`src/rtl/uart_hex_word_formatter.sv`:
```
// uart_hex_word_formatter
// Buffers 32-bit words in a small FIFO and streams each one out as lowercase
// ASCII hex digits (most significant used nibble first) followed by a
// terminator (CR LF or a single space), one byte per valid/ready transfer.
// Intended to feed a byte-wide UART transmit emitter directly.

module uart_hex_word_formatter #(
    parameter int DEPTH   = 4,  // word FIFO depth, power of 2, >= 2
    parameter int NIBBLES = 8,  // hex digits per word, 1..8
    parameter int CRLF    = 1   // 1: terminator 0x0D 0x0A, 0: terminator 0x20
) (
    input  logic                       i_clk,
    input  logic                       i_rst,
    input  logic [31:0]                i_word,
    input  logic                       i_word_valid,
    output logic                       o_word_ready,
    output logic [7:0]                 o_data,
    output logic                       o_valid,
    input  logic                       i_ready,
    output logic                       o_busy,
    output logic [$clog2(DEPTH):0]     o_level
);

    localparam int PW  = $clog2(DEPTH);
    localparam int LW  = PW + 1;
    localparam int TOP = 4 * NIBBLES - 1;   // bit index of the digit presented next

    typedef enum logic [1:0] {
        S_IDLE,
        S_DIGITS,
        S_TERM,
        S_TERM2
    } state_e;

    // Lowercase ASCII hex encoding of one nibble.
    function automatic logic [7:0] hex_ascii(input logic [3:0] n);
        return (n < 4'd10) ? (8'h30 + {4'h0, n}) : (8'h57 + {4'h0, n});
    endfunction

    logic [31:0]   mem [DEPTH];
    logic [PW-1:0] wr_ptr_q, rd_ptr_q;
    logic [LW-1:0] level_q;

    state_e        state_q, state_d;
    logic [31:0]   sh_q, sh_d;
    logic [2:0]    cnt_q, cnt_d;
    logic          valid_q, valid_d;
    logic [7:0]    data_q, data_d;

    logic          full, empty, push, pop, xfer;
    logic [31:0]   head;

    assign full         = (level_q == LW'(DEPTH));
    assign empty        = (level_q == '0);
    assign o_word_ready = !full && !i_rst;
    assign push         = i_word_valid && o_word_ready;
    assign pop          = (state_q == S_IDLE) && !empty;
    assign xfer         = valid_q && i_ready;
    assign head         = mem[rd_ptr_q];

    assign o_data  = data_q;
    assign o_valid = valid_q;
    assign o_busy  = !empty || (state_q != S_IDLE);
    assign o_level = level_q;

    // FIFO storage: written on every accepted word.
    // NOTE: storage is not reset; level_q alone decides which entries are live.
    always_ff @(posedge i_clk) begin
        if (push) begin
            mem[wr_ptr_q] <= i_word;
        end
    end

    // FIFO pointers and occupancy; a simultaneous push and pop leaves level unchanged.
    always_ff @(posedge i_clk) begin
        if (i_rst) begin
            wr_ptr_q <= '0;
            rd_ptr_q <= '0;
            level_q  <= '0;
        end else begin
            if (push) wr_ptr_q <= wr_ptr_q + PW'(1);
            if (pop)  rd_ptr_q <= rd_ptr_q + PW'(1);
            case ({push, pop})
                2'b10:   level_q <= level_q + LW'(1);
                2'b01:   level_q <= level_q - LW'(1);
                default: level_q <= level_q;
            endcase
        end
    end

    // State register plus the registered byte-stream datapath.
    // NOTE: sequential state uses non-blocking assignments only, so every
    // register samples the pre-edge values of the others.
    always_ff @(posedge i_clk) begin
        if (i_rst) begin
            state_q <= S_IDLE;
            sh_q    <= '0;
            cnt_q   <= '0;
            valid_q <= 1'b0;
            data_q  <= 8'h00;
        end else begin
            state_q <= state_d;
            sh_q    <= sh_d;
            cnt_q   <= cnt_d;
            valid_q <= valid_d;
            data_q  <= data_d;
        end
    end

    // Next-state logic: advance only on a completed byte transfer.
    always_comb begin
        // NOTE: default first so no path leaves state_d unassigned (no latch).
        state_d = state_q;
        unique case (state_q)
            S_IDLE:   if (!empty)               state_d = S_DIGITS;
            S_DIGITS: if (xfer && cnt_q == '0)  state_d = S_TERM;
            S_TERM:   if (xfer)                 state_d = (CRLF != 0) ? S_TERM2 : S_IDLE;
            S_TERM2:  if (xfer)                 state_d = S_IDLE;
            default:                            state_d = S_IDLE;
        endcase
    end

    // Output/datapath logic: pick the byte presented after each transfer.
    always_comb begin
        sh_d    = sh_q;
        cnt_d   = cnt_q;
        valid_d = valid_q;
        data_d  = data_q;
        unique case (state_q)
            S_IDLE: begin
                if (!empty) begin
                    // Present the first digit now and keep the rest pre-shifted.
                    sh_d    = head << 4;
                    cnt_d   = 3'(NIBBLES - 1);
                    valid_d = 1'b1;
                    data_d  = hex_ascii(head[TOP -: 4]);
                end else begin
                    valid_d = 1'b0;
                end
            end
            S_DIGITS: begin
                if (xfer) begin
                    if (cnt_q == '0) begin
                        data_d = (CRLF != 0) ? 8'h0D : 8'h20;
                    end else begin
                        data_d = hex_ascii(sh_q[TOP -: 4]);
                        sh_d   = sh_q << 4;
                        cnt_d  = cnt_q - 3'd1;
                    end
                end
            end
            S_TERM: begin
                if (xfer) begin
                    if (CRLF != 0) data_d  = 8'h0A;
                    else           valid_d = 1'b0;
                end
            end
            S_TERM2: begin
                if (xfer) valid_d = 1'b0;
            end
            default: valid_d = 1'b0;
        endcase
    end

endmodule

```
`config.mk`:
```
export PLATFORM = sky130hd
export DESIGN_NAME = uart_hex_word_formatter
export DESIGN_NICKNAME = d
export VERILOG_FILES = /design/src/rtl/uart_hex_word_formatter.sv
export SDC_FILE = /design/constraint.sdc
export NUM_CORES = 1
export LEC_CHECK = 0
export ABC_AREA = 1
export BUFFER_PORTS_ARGS = -buffer_cell sky130_fd_sc_hd__buf_2
export CELL_PAD_IN_SITES_DETAIL_PLACEMENT = 0
export CELL_PAD_IN_SITES_GLOBAL_PLACEMENT = 1
export CORE_MARGIN = 5
export CORE_UTILIZATION = 48
export DETAILED_ROUTE_END_ITERATION = 8
export GPL_TIMING_DRIVEN = 0
export PLACE_DENSITY_LB_ADDON = 0.1
export SKIP_CTS_REPAIR_TIMING = 1
export SLEW_MARGIN = 15
export SYNTH_ARGS = -nofsm -noshare
export SYNTH_HDL_FRONTEND = slang
export SYNTH_SLANG_ARGS = --single-unit
```
`constraint.sdc`:
```
create_clock -name i_clk -period 3.3 [get_ports i_clk]
set_input_delay 0.165 -clock i_clk [delete_from_list [all_inputs] [get_ports i_clk]]
set_output_delay 0.165 -clock i_clk [all_outputs]
set_load 0.005 [all_outputs]
```
# --- Yosys cells after proc, flatten, opt, wreduce, memory -nomap -nowiden ---
# Memories as Yosys holds them, arrays and structs flattened. A register that Yosys moved wholly into a read port is not among the register bits.
# Index checks and enable logic that the tools add are counted.
classes:
  n_reduce_logical: 21
  n_eq_ne: 12
  n_lt_le_gt_ge: 2
  muxes: 28
  addsub: 9
op_table:
  columns: ["operator", "n"]
  rows:
  - ["2-to-1 mux 32 bit", 3]
  - ["case mux 32 bit (2 select lines)", 1]
  - ["2-to-1 mux 8 bit", 6]
  - ["case mux 8 bit (3 select lines)", 1]
  - ["adder 7 x 4 -> 8 bit, first input constant", 2]
  - ["adder 6 x 4 -> 7 bit, first input constant", 2]
  - ["2-to-1 mux 2 bit", 6]
  - ["!= test 2 bit, second input constant", 6]
  - ["case mux 3 bit (2 select lines)", 2]
  - ["AND reduction 4 bit", 3]
  - ["2-to-1 mux 3 bit", 3]
  - ["< comparator 4 bit, second input constant", 2]
  - ["case mux 2 bit (4 select lines)", 1]
  - ["nonzero test 2 bit", 4]
  - ["== test 2 bit, second input constant", 3]
  - ["zero test 3 bit", 2]
  - ["subtractor 3 x 1 -> 3 bit, second input constant", 2]
  - ["logical AND 1 bit", 5]
  - ["adder 2 x 1 -> 2 bit, second input constant", 2]
  - ["== test 2 x 1 -> 1 bit, second input constant", 2]
  - ["2-to-1 mux 1 bit", 4]
  - ["adder 3 x 1 -> 3 bit, second input constant", 1]
  - ["== test 3 bit, second input constant", 1]
  - ["zero test 1 bit", 3]
  - ["other kinds (5)", 5]
word_totals:
  out_inout_bits: 14
  wordCells: 81
  register_bits: 53
  n_memories: 1
  in_bits: 36
  ramBits: 128
mem_list:
  columns: ["name", "depth", "word_bits", "rd", "rd_clocked_by_memory_dff", "write_ports", "line_no", "rtl"]
  rows:
  - ["mem", 4, 32, 1, 1, 1, "40", "logic [31:0] mem [DEPTH];"]

# --- Logic depth before layout (Yosys ltp) ---
# Gate-level depths: netlist of the first run.
logic_depth:
  depth_word: 6
  mapped_depth: 13

# --- Worst setup path after synthesis of the first run ---
# Ideal clock, no wire load.
synth_timing:
  path_type: "flip-flop to flip-flop"
  from: "register level_q[1] (netlist: o_level[1])"
  to: "memory mem[0][0] (enable)"
  synth_period_minus_slack_ps: 2705
  n_path_buf: 0
  setup_ps: 421
  arrival_time_ps: 2284
  stages_incl_launch_ff: 5
  path_slack_ps: 595
  t_required_ps: 2879
  path_cell_list: "dfxtp_1 > inv_1 > a31oi_1 > nand2_1 > nor2_1"
synth_between:
  elab_chain_len: 6
synth_lines:
  columns: ["item", "line_no", "rtl"]
  rows:
  - ["start, declared", "42", "logic [LW-1:0] level_q;"]
  - ["start signal, assigned", "84", "2'b10: level_q <= level_q + LW'(1);"]
  - ["start signal, assigned", "85", "2'b01: level_q <= level_q - LW'(1);"]
  - ["start signal, assigned", "86", "default: level_q <= level_q;"]
  - ["== test 3 bit", "53", "assign full = (level_q == LW'(DEPTH));"]
  - ["zero test 1 bit", "55", "assign o_word_ready = !full && !i_rst;"]
  - ["logical AND 1 bit", "55", null]
  - ["net o_word_ready", "16", "output logic o_word_ready,"]
  - ["logical AND 1 bit", "56", "assign push = i_word_valid && o_word_ready;"]
  - ["2-to-1 mux 1 bit", "69", "if (push) begin"]
  - ["2-to-1 mux 1 bit (implied by the code)", "70", "mem[wr_ptr_q] <= i_word;"]
  - ["end, declared", "40", null]
# The timed path passes the listed nets, and every way through them passes these cells.

# --- Worst setup path after layout of the first run ---
layout_timing:
  from: "register state_q[1]"
  to: "register level_q[2] (netlist: o_level[2])"
layout_between:
  elab_chain_len: 4
  elab_cells_between_ends: 6
  classes_between: "2 x eq/ne; 1 x mux; 3 x reduce/logical"
layout_lines:
  columns: ["item", "line_no", "rtl"]
  rows:
  - ["start, declared", "44", "state_e state_q, state_d;"]
  - ["start signal, assigned", "102", "state_q <= state_d;"]
  - ["zero test 2 bit (*)", "57", "assign pop = (state_q == S_IDLE) && !empty;"]
  - ["logical AND 1 bit (*)", "57", null]
  - ["net pop", "50", "logic full, empty, push, pop, xfer;"]
  - ["== test 2 x 1 -> 1 bit or == test 2 bit (tied branches)", "83", "case ({push, pop})"]
  - ["case mux 3 bit (2 select lines) or nonzero test 2 bit (tied branches)", null, null]
# The timed path passes the listed nets; every way through them passes the cells marked *.
# A chain may end at the register's enable or synchronous reset.

==> impl_metrics.ini, run 1 <==
[timing]
worst_clock_skew_ps = 14.1
setup_ws_ps = 851
fin_tns_setup_ps = 0
worst_slew_margin_rel = 0.540
holdWs_ps = 127
fmax_mhz = 408
period_share = 0.742
worstMarginPinSlew_ps = 689
fin_crit_ps = 2450
hold_viol_final = 0
slew_violations = 0
finalSetupViolations = 0
rsz0062_at_grt = no

[floorplan]
core_mm2 = 0.0152
dieArea_mm2 = 0.0181
ios = 50
rows = 45
fp.dieW_um = 135
start_util = 0.490
die_h_um = 135

[routing]
vias = 5305
wl_per_cell_um = 17.0
drtIter0Drc = 397
drt_wl_total_mm = 16.9
drc = 0
first_pass_iters = 4
via_per_inst = 5.32
drtAntennaViolNets = 0

[final_layout]
area_growth_pct = 20.1
diodes = 0
instances_no_fill = 997
nets = 848
final_area_mm2 = 0.00895
drive_gt1_frac = 0.153
post-route-util = 0.589

[placement]
dpl.hpwl_mm = 11.5
gp_congestion = 0.812
dpl_cell_area_mm2 = 0.00806
dp.cells = 933
port-buffer-count = 47
place_ws_ps = 888

[critical_path]
endpoint = o_level[2]
critPathLaunchType = flop
arrival_ps = 2760
r2r_slack_ps = 850
r2r-start = state_q[1]
r2r_end = o_level[2]
critPathKind = flop to flop
cp.required_ps = 3610
cp-end-kind = flop
crit_fanout = 7
r2r_cells = 11
cp-startpoint = state_q[1]

[synthesis]
synthCells = 694
yosysSeqAreaShare = 0.650
synth_cell_types = 32
syn_area_per_cell_um2 = 10.7
syn-cell-area_mm2 = 0.00745
ys_ff_latch = 178
syn-num-nets = 746
yosys_warnings = 0

[power_and_ir_drop]
vdd_drop_max_mv = 0.572
p_leak_nw = 3.50
power.density_mw_per_mm2 = 835
p_total_mw = 7.47

[clock_tree]
cts_buffers = 17
clkSinkCount = 178
cts_max_level = 4
root_buffer = clkbuf_16
cts_tree = yes
insertion_delay_ps = 430
path_clk_slew_ps = 70
clk_path_buf_depth = 2

[grt]
grt_start_max_net_pins = 19
grt_usage = 0.190
first_global_vias = 5060
antenna_found_initial = 0
grt_pass1_wl_mm = 26.4
grt-ovfl-total = 0

[min_path]
hold_class = input port to flop

[run_status]
outcome = complete, no violations

[job]
max-cap-violations = 0
## cells in the final DEF (no fill, tap or decap), drive strengths merged, types with 32 or more instances in the layout
| cell | n |
|---|---|
| a21oi | 38 |
| dlygate4sd3 | 32 |
| edfxtp | 128 |
| o21ai | 91 |
| nor2 | 87 |
| nand3 | 37 |
| buf | 76 |
| nand2 | 124 |
| dfxtp | 50 |
| inv | 41 |
## power by group
| part | switching [mW] | leakage (nW) | internal, mW |
|---|---|---|---|
| clock network | 0.823 | 0.268 | 1.11 |
| logic | 1.73 | 1.66 | 0.974 |
| registers | 0.147 | 1.57 | 2.69 |
| total | 2.70 | 3.50 | 4.77 |
## synthesized netlist by cell type
cell	number	area share
buf_6	6	0.0091
o211ai_1	3	0.0030
clkbuf_1	13	0.0065
inv_1	37	0.019
nand4_1	3	0.0025
nand2_2	7	0.0059
a21oi_1	37	0.025
nor3_2	1	0.0013
nor2_4	4	0.0060
o21ai_1	8	0.0054
o22ai_1	4	0.0034
clkbuf_2	1	0.00067
conb_1	1	0.00050
buf_4	3	0.0030
nor2_1	83	0.042
or2_2	1	0.00084
a21oi_2	1	0.0012
buf_2	13	0.0087
edfxtp_1	128	0.52
a31oi_1	5	0.0042
o21ai_0	83	0.056
fa_1	1	0.0027
nand3_1	37	0.025
nand2_1	117	0.059
inv_2	2	0.0010
o211a_1	19	0.026
nor3_1	3	0.0020
ha_1	15	0.025
inv_4	1	0.00084
dfxtp_1	50	0.13
a22oi_1	4	0.0040
buf_1	3	0.0015
## sequential cells by signal, summed over array words and instances (netlist names), named ones only
register  cells
cnt_q         3
mem         128
o_data        7
o_level       3
o_valid       1
rd_ptr_q      2
sh_q         28
state_q       2
wr_ptr_q      2
## worst min path at each step
stage,from,endpoint,cells past startpoint
finish,i_rst,o_level[1],2
floorplan,i_word[0],mem[0][0],0
global placement,i_word[10],mem[2][10],1
detailed placement,i_word[16],mem[2][16],1
CTS,i_word[16],mem[2][16],1
global route,i_rst,o_level[1],2
## cells by family (layout without fill, tap and decap cells)
group,Yosys count,in the layout,share of synthesized area
other cells,1,1,0.000503
fa+ha+maj,16,16,0.0279
buf+inv,79,194,0.0500
flops,178,178,0.650
compound gates,164,164,0.127
simple gates,256,256,0.144
## critical path, stage by stage (launching register included)
cell and delay (ps):
dfxtp_1 350, inv_1 130, ha_1 280, inv_1 60
nor2_1 380, ha_1 230, inv_1 60, fa_1 370
a21oi_1 140, o21ai_0 120, o21ai_0 160, a21oi_1 60
## per-layer routing
| layer | track usage | vias up | share of wire |
|---|---|---|---|
| li1 | - | 2617 | - |
| met1 | 0.245 | 2565 | 0.45 |
| met2 | 0.324 | 104 | 0.50 |
| met3 | 0.0406 | 19 | 0.036 |
| met4 | 0.0577 | 0 | 0.018 |
| met5 | 0 | - | 0 |
## cell type report
| cell class | count | area [um^2] |
|---|---|---|
| sequential | 178 | 4840 |
| multi-input combinational | 437 | 2260 |
| clock inverter | 15 | 143 |
| tap | 188 | 235 |
| inverter | 40 | 153 |
| timing repair buffer | 83 | 666 |
| fill | 1285 | 6250 |
| clock buffer | 17 | 425 |
| buffer | 39 | 220 |
No activity file was read; power rests on OpenSTA's default activity.
==> run 2, diff against run 1 <==
Settings changed: CORE_UTILIZATION 48 to 43.
Clock period 3.3 ns to 2.15 ns, I/O delays scaled along.
==> run 2 against run 1 <==
Combinational power up 60%. Critical path depth fell by 1. Count of clock-buffer cells in the layout up 4. Worst setup slack worse by 750 ps. Largest cell class unchanged. Largest power group unchanged.
==> impl_metrics.ini, run 2 (synthesized netlist as in run 1, its figures left out) <==
[timing]
worst_clock_skew_ps = 7.32
fmax_mhz = 488
hold_viol_final = 0
holdWs_ps = 107
period_share = 0.954
rsz0062_at_grt = yes
worstMarginPinSlew_ps = 659
setup_ws_ps = 99.0
slew_violations = 0
worst_slew_margin_rel = 0.561
fin_crit_ps = 2050
fin_tns_setup_ps = 0
finalSetupViolations = 0

[floorplan]
fp.dieW_um = 142
core_mm2 = 0.0172
die_h_um = 142
start_util = 0.434
ios = 50
dieArea_mm2 = 0.0201
rows = 48

[critical_path]
r2r_slack_ps = 100
critPathSlowestCell = fa_1
slowest_delay_ps = 390
crit_family = compound AO/OA/AOI/OAI gates
crit_fanout = 7
r2r_cells = 10
critPathLaunchType = flop
path_buf_inv = 2
r2r-start = o_level[1]
arrival_ps = 2360
critPathKind = flop to flop
cp.required_ps = 2460
cp-end-kind = flop
path_cells = inv_1 -> a31oi_1 -> nand2_2 -> ha_1 -> inv_1 -> fa_1 -> a21oi_1 -> o21ai_0 -> o21ai_0 -> a21oi_1
r2r_end = o_level[2]

[clock_tree]
cts_tree = yes
clk_path_buf_depth = 2
root_buffer = clkbuf_16
clkSinkCount = 178
path_clk_slew_ps = 70
cts_max_level = 4
insertion_delay_ps = 420
cts_buffers = 17

[routing]
drtAntennaViolNets = 0
first_pass_iters = 5
drt_wl_total_mm = 17.7
drtIter0Drc = 346
vias = 5317
drc = 0
wl_per_cell_um = 16.9
via_per_inst = 5.07

[min_path]
hold_class = input port to flop
hold_depth = 2
hold_end = o_level[1]
min_from = i_rst

[power_and_ir_drop]
p_leak_nw = 3.61
p_total_mw = 11.8
vdd_drop_max_mv = 0.692
power.density_mw_per_mm2 = 1280

[final_layout]
instances_no_fill = 1049
drive_gt1_frac = 0.175
largest-register = mem
final_cell_mix = edfxtp_1, nand2_1, o21ai_0, nor2_1, buf_2
area_growth_pct = 23.5
final_area_mm2 = 0.00920
nets = 863
diodes = 0
post-route-util = 0.536
layout_commonest_cell = edfxtp_1
largest_reg_flops = 128

[grt]
grt_usage = 0.178
grt_start_max_net_pins = 20
first_global_vias = 5074
antenna_found_initial = 0
grt_pass1_wl_mm = 27.3
grt-ovfl-total = 0

[placement]
gp_congestion = 0.811
dpl.hpwl_mm = 11.9
dp.cells = 970
port-buffer-count = 47
place_ws_ps = -315
dpl_cell_area_mm2 = 0.00811

[run_status]
outcome = complete, no violations

[job]
max-cap-violations = 0
run 2: worst reg2reg max path: stages, from the launching register on:
cell	delay [ps]
dfxtp_1	340
inv_1	110
a31oi_1	120
nand2_2	240
ha_1	190
inv_1	70
fa_1	390
a21oi_1	140
o21ai_0	120
o21ai_0	160
a21oi_1	50
run 2: report_power, final:
group	switching, mW	leakage [nW]	total, mW	internal [mW]
Sequential	0.234	1.57	4.37	4.13
Clock	1.25	0.285	3.10	1.85
Combinational	2.74	1.75	4.32	1.58
Total	4.22	3.61	11.8	7.56
run 2: area by class of cell:
class / count / area (um^2)
fillers: 1540 / 7970
flip-flops and latches: 178 / 4840
well taps: 225 / 282
inverters: 40 / 153
clock inverters: 11 / 138
repair buffers: 98 / 828
plain buffers: 39 / 220
multi-input cells: 437 / 2290
clock buffers: 21 / 450
run 2: layer usage:
metal | share of wire | vias to the layer above | GRT usage | routed length (um)
li1 | - | 2650 | - | -
met1 | 0.45 | 2552 | 0.229 | 7930
met2 | 0.50 | 94 | 0.306 | 8880
met3 | 0.034 | 21 | 0.0320 | 596
met4 | 0.017 | 0 | 0.0581 | 304
met5 | 0 | - | 0 | 0
run 2: how the worst max path moves through the flow:
stage,from,endpoint,slack (ps),cells past startpoint
after floorplan,o_level[1],mem[0][0],-70,4
after global placement,o_level[1],mem[3][8],-870,4
after detailed placement,state_q[1],o_level[2],-320,11
after CTS,state_q[1],o_level[2],-320,11
after global routing,o_level[1],o_level[2],-20,10
final,o_level[1],o_level[2],100,10
==> run 3, diff against run 2 <==
Settings changed: HOLD_SLACK_MARGIN set to 0.12, PLACE_DENSITY set to 0.82, PLACE_DENSITY_LB_ADDON 0.1 to unset.
==> run 3 against run 2 <==
Non-clock buffer count decreased by 12. Clock skew increased by 5.4 ps. Combinational power barely moved. Critical path type unchanged.
==> impl_metrics.ini, run 3 (synthesized netlist as in run 1, its figures left out) <==
[timing]
worst_slew_margin_rel = 0.523
setup_ws_ps = 73.5
hold_viol_final = 0
worstMarginPinSlew_ps = 716
finalSetupViolations = 0
fin_tns_setup_ps = 0
period_share = 0.966
slew_violations = 0
fmax_mhz = 482
fin_crit_ps = 2080
worst_clock_skew_ps = 12.7

[clock_tree]
cts_tree = yes
clkSinkCount = 178
root_buffer = clkbuf_16
path_clk_slew_ps = 60
clk_path_buf_depth = 2
cts_buffers = 17
cts_max_level = 4
insertion_delay_ps = 430

[grt]
first_global_vias = 5297
grt-ovfl-total = 0
grt_busiest_layer = met2
grt_pass1_wl_mm = 26.8
grtUsageMet3 = 0.0431
grt_usage = 0.171
grt_start_max_net_pins = 20
antenna_found_initial = 0
met1_usage = 0.217
grt_use_met2 = 0.291

[power_and_ir_drop]
combPwrFrac = 0.365
power.density_mw_per_mm2 = 1300
switching_share = 0.367
internal_power_mw = 7.45
p_total_mw = 11.8
p_sw_mw = 4.32
vdd_drop_max_mv = 0.900
p_leak_nw = 3.55
p_seq_frac = 0.371
clkPwrFrac = 0.265

[routing]
via_per_inst = 5.12
drtIter0Drc = 285
first_pass_iters = 5
drc = 0
drt_wl_total_mm = 17.0
wl_per_cell_um = 16.4
drtAntennaViolNets = 0
vias = 5311

[floorplan]
rows = 48
ios = 50
die_h_um = 142
fp.dieW_um = 142
core_mm2 = 0.0172
dieArea_mm2 = 0.0201
start_util = 0.434

[final_layout]
post-route-util = 0.529
largest-register = mem
largest_reg_flops = 128
area_growth_pct = 22.0
diodes = 0
nets = 851
final_cell_mix = edfxtp_1, nand2_1, o21ai_0, nor2_1, buf_2
drive_gt1_frac = 0.165
fill_cells = 1511
layout_commonest_cell = edfxtp_1

[placement]
gp_congestion = 0.833
place_ws_ps = -263
dpl.hpwl_mm = 11.6
port-buffer-count = 47

[run_status]
outcome = complete, no violations

[critical_path]
critPathSlowestCell = nor2_4
critPathLaunchType = flop
slowest_delay_ps = 540
r2r_slack_ps = 70
cp.required_ps = 2280
arrival_ps = 2210
critPathKind = flop to flop
cp-end-kind = flop
path_cells = inv_1 -> a31oi_1 -> nand2_2 -> buf_12 -> nor2_4 -> buf_16
crit_fanout = 19

[job]
max-cap-violations = 0

[min_path]
hold_class = input port to flop
[run 3: changes by cell type in the layout (fill, tap and decap cells not counted), sizes merged]
cell	delta
clkbuf	-4
buf	-12
clkinv	+1
inv	+4
bufinv	-1
[run 3: path summary, 6_finish.rpt]
check                           startpoint         end  depth (start not counted)
worst max-delay path            o_level[1]  mem[0][29]                          6
worst min-delay path                 i_rst  o_level[1]                          2
worst max register to register  o_level[1]  mem[0][29]                          6
worst min register to register    sh_q[27]    sh_q[27]                          2
[run 3: cell type report]
cell class,count,area (um^2),area share
Sequential cell,178,4840,0.533
Multi-Input combinational cell,437,2290,0.252
Inverter,40,153,0.0168
Clock inverter,15,176,0.0194
Timing Repair Buffer,86,701,0.0771
Clock buffer,17,425,0.0468
Tap cell,225,282,0.0310
Buffer,39,220,0.0242
[run 3: power groups by stage]
stage | sequential, mW | combinational [mW] | clock [mW]
CTS | 4.36 | 4.14 | 3.14
global route | 4.41 | 4.82 | 3.29
global placement | 4.42 | 3.94 | 0
detailed placement | 4.43 | 4.10 | 0
floorplan | 4.38 | 2.95 | 0
finish | 4.36 | 4.29 | 3.12
[run 3: stage by stage]
| step | instance area, um^2 | hold slack [ps] | cells |
|---|---|---|---|
| 3_3_place_gp | 7980 | 314 | 966 |
| 5_1_grt | 9090 | 131 | 1037 |
| 6_report | 9090 | 113 | 1037 |
| 4_1_cts | 8710 | -118 | 1002 |
| 3_5_place_dp | 8110 | 323 | 970 |
| 2_1_floorplan | 7460 | 206 | 694 |
[run 3: worst max-delay path: cells and delay by family, from the launching register on]
kind | cells | cell delay (ps)
DFF | 1 | 380
buffers and inverters | 3 | 490
and+or+nand+nor | 2 | 660
AOI/OAI and AO/OA | 1 | 230
[run 3: routing by layer]
metal / up-vias / routed length (um) / share of wire
li1: 2622 / - / -
met1: 2550 / 7560 / 0.44
met2: 118 / 8420 / 0.49
met3: 21 / 766 / 0.045
met4: 0 / 291 / 0.017
met5: - / 0 / 0
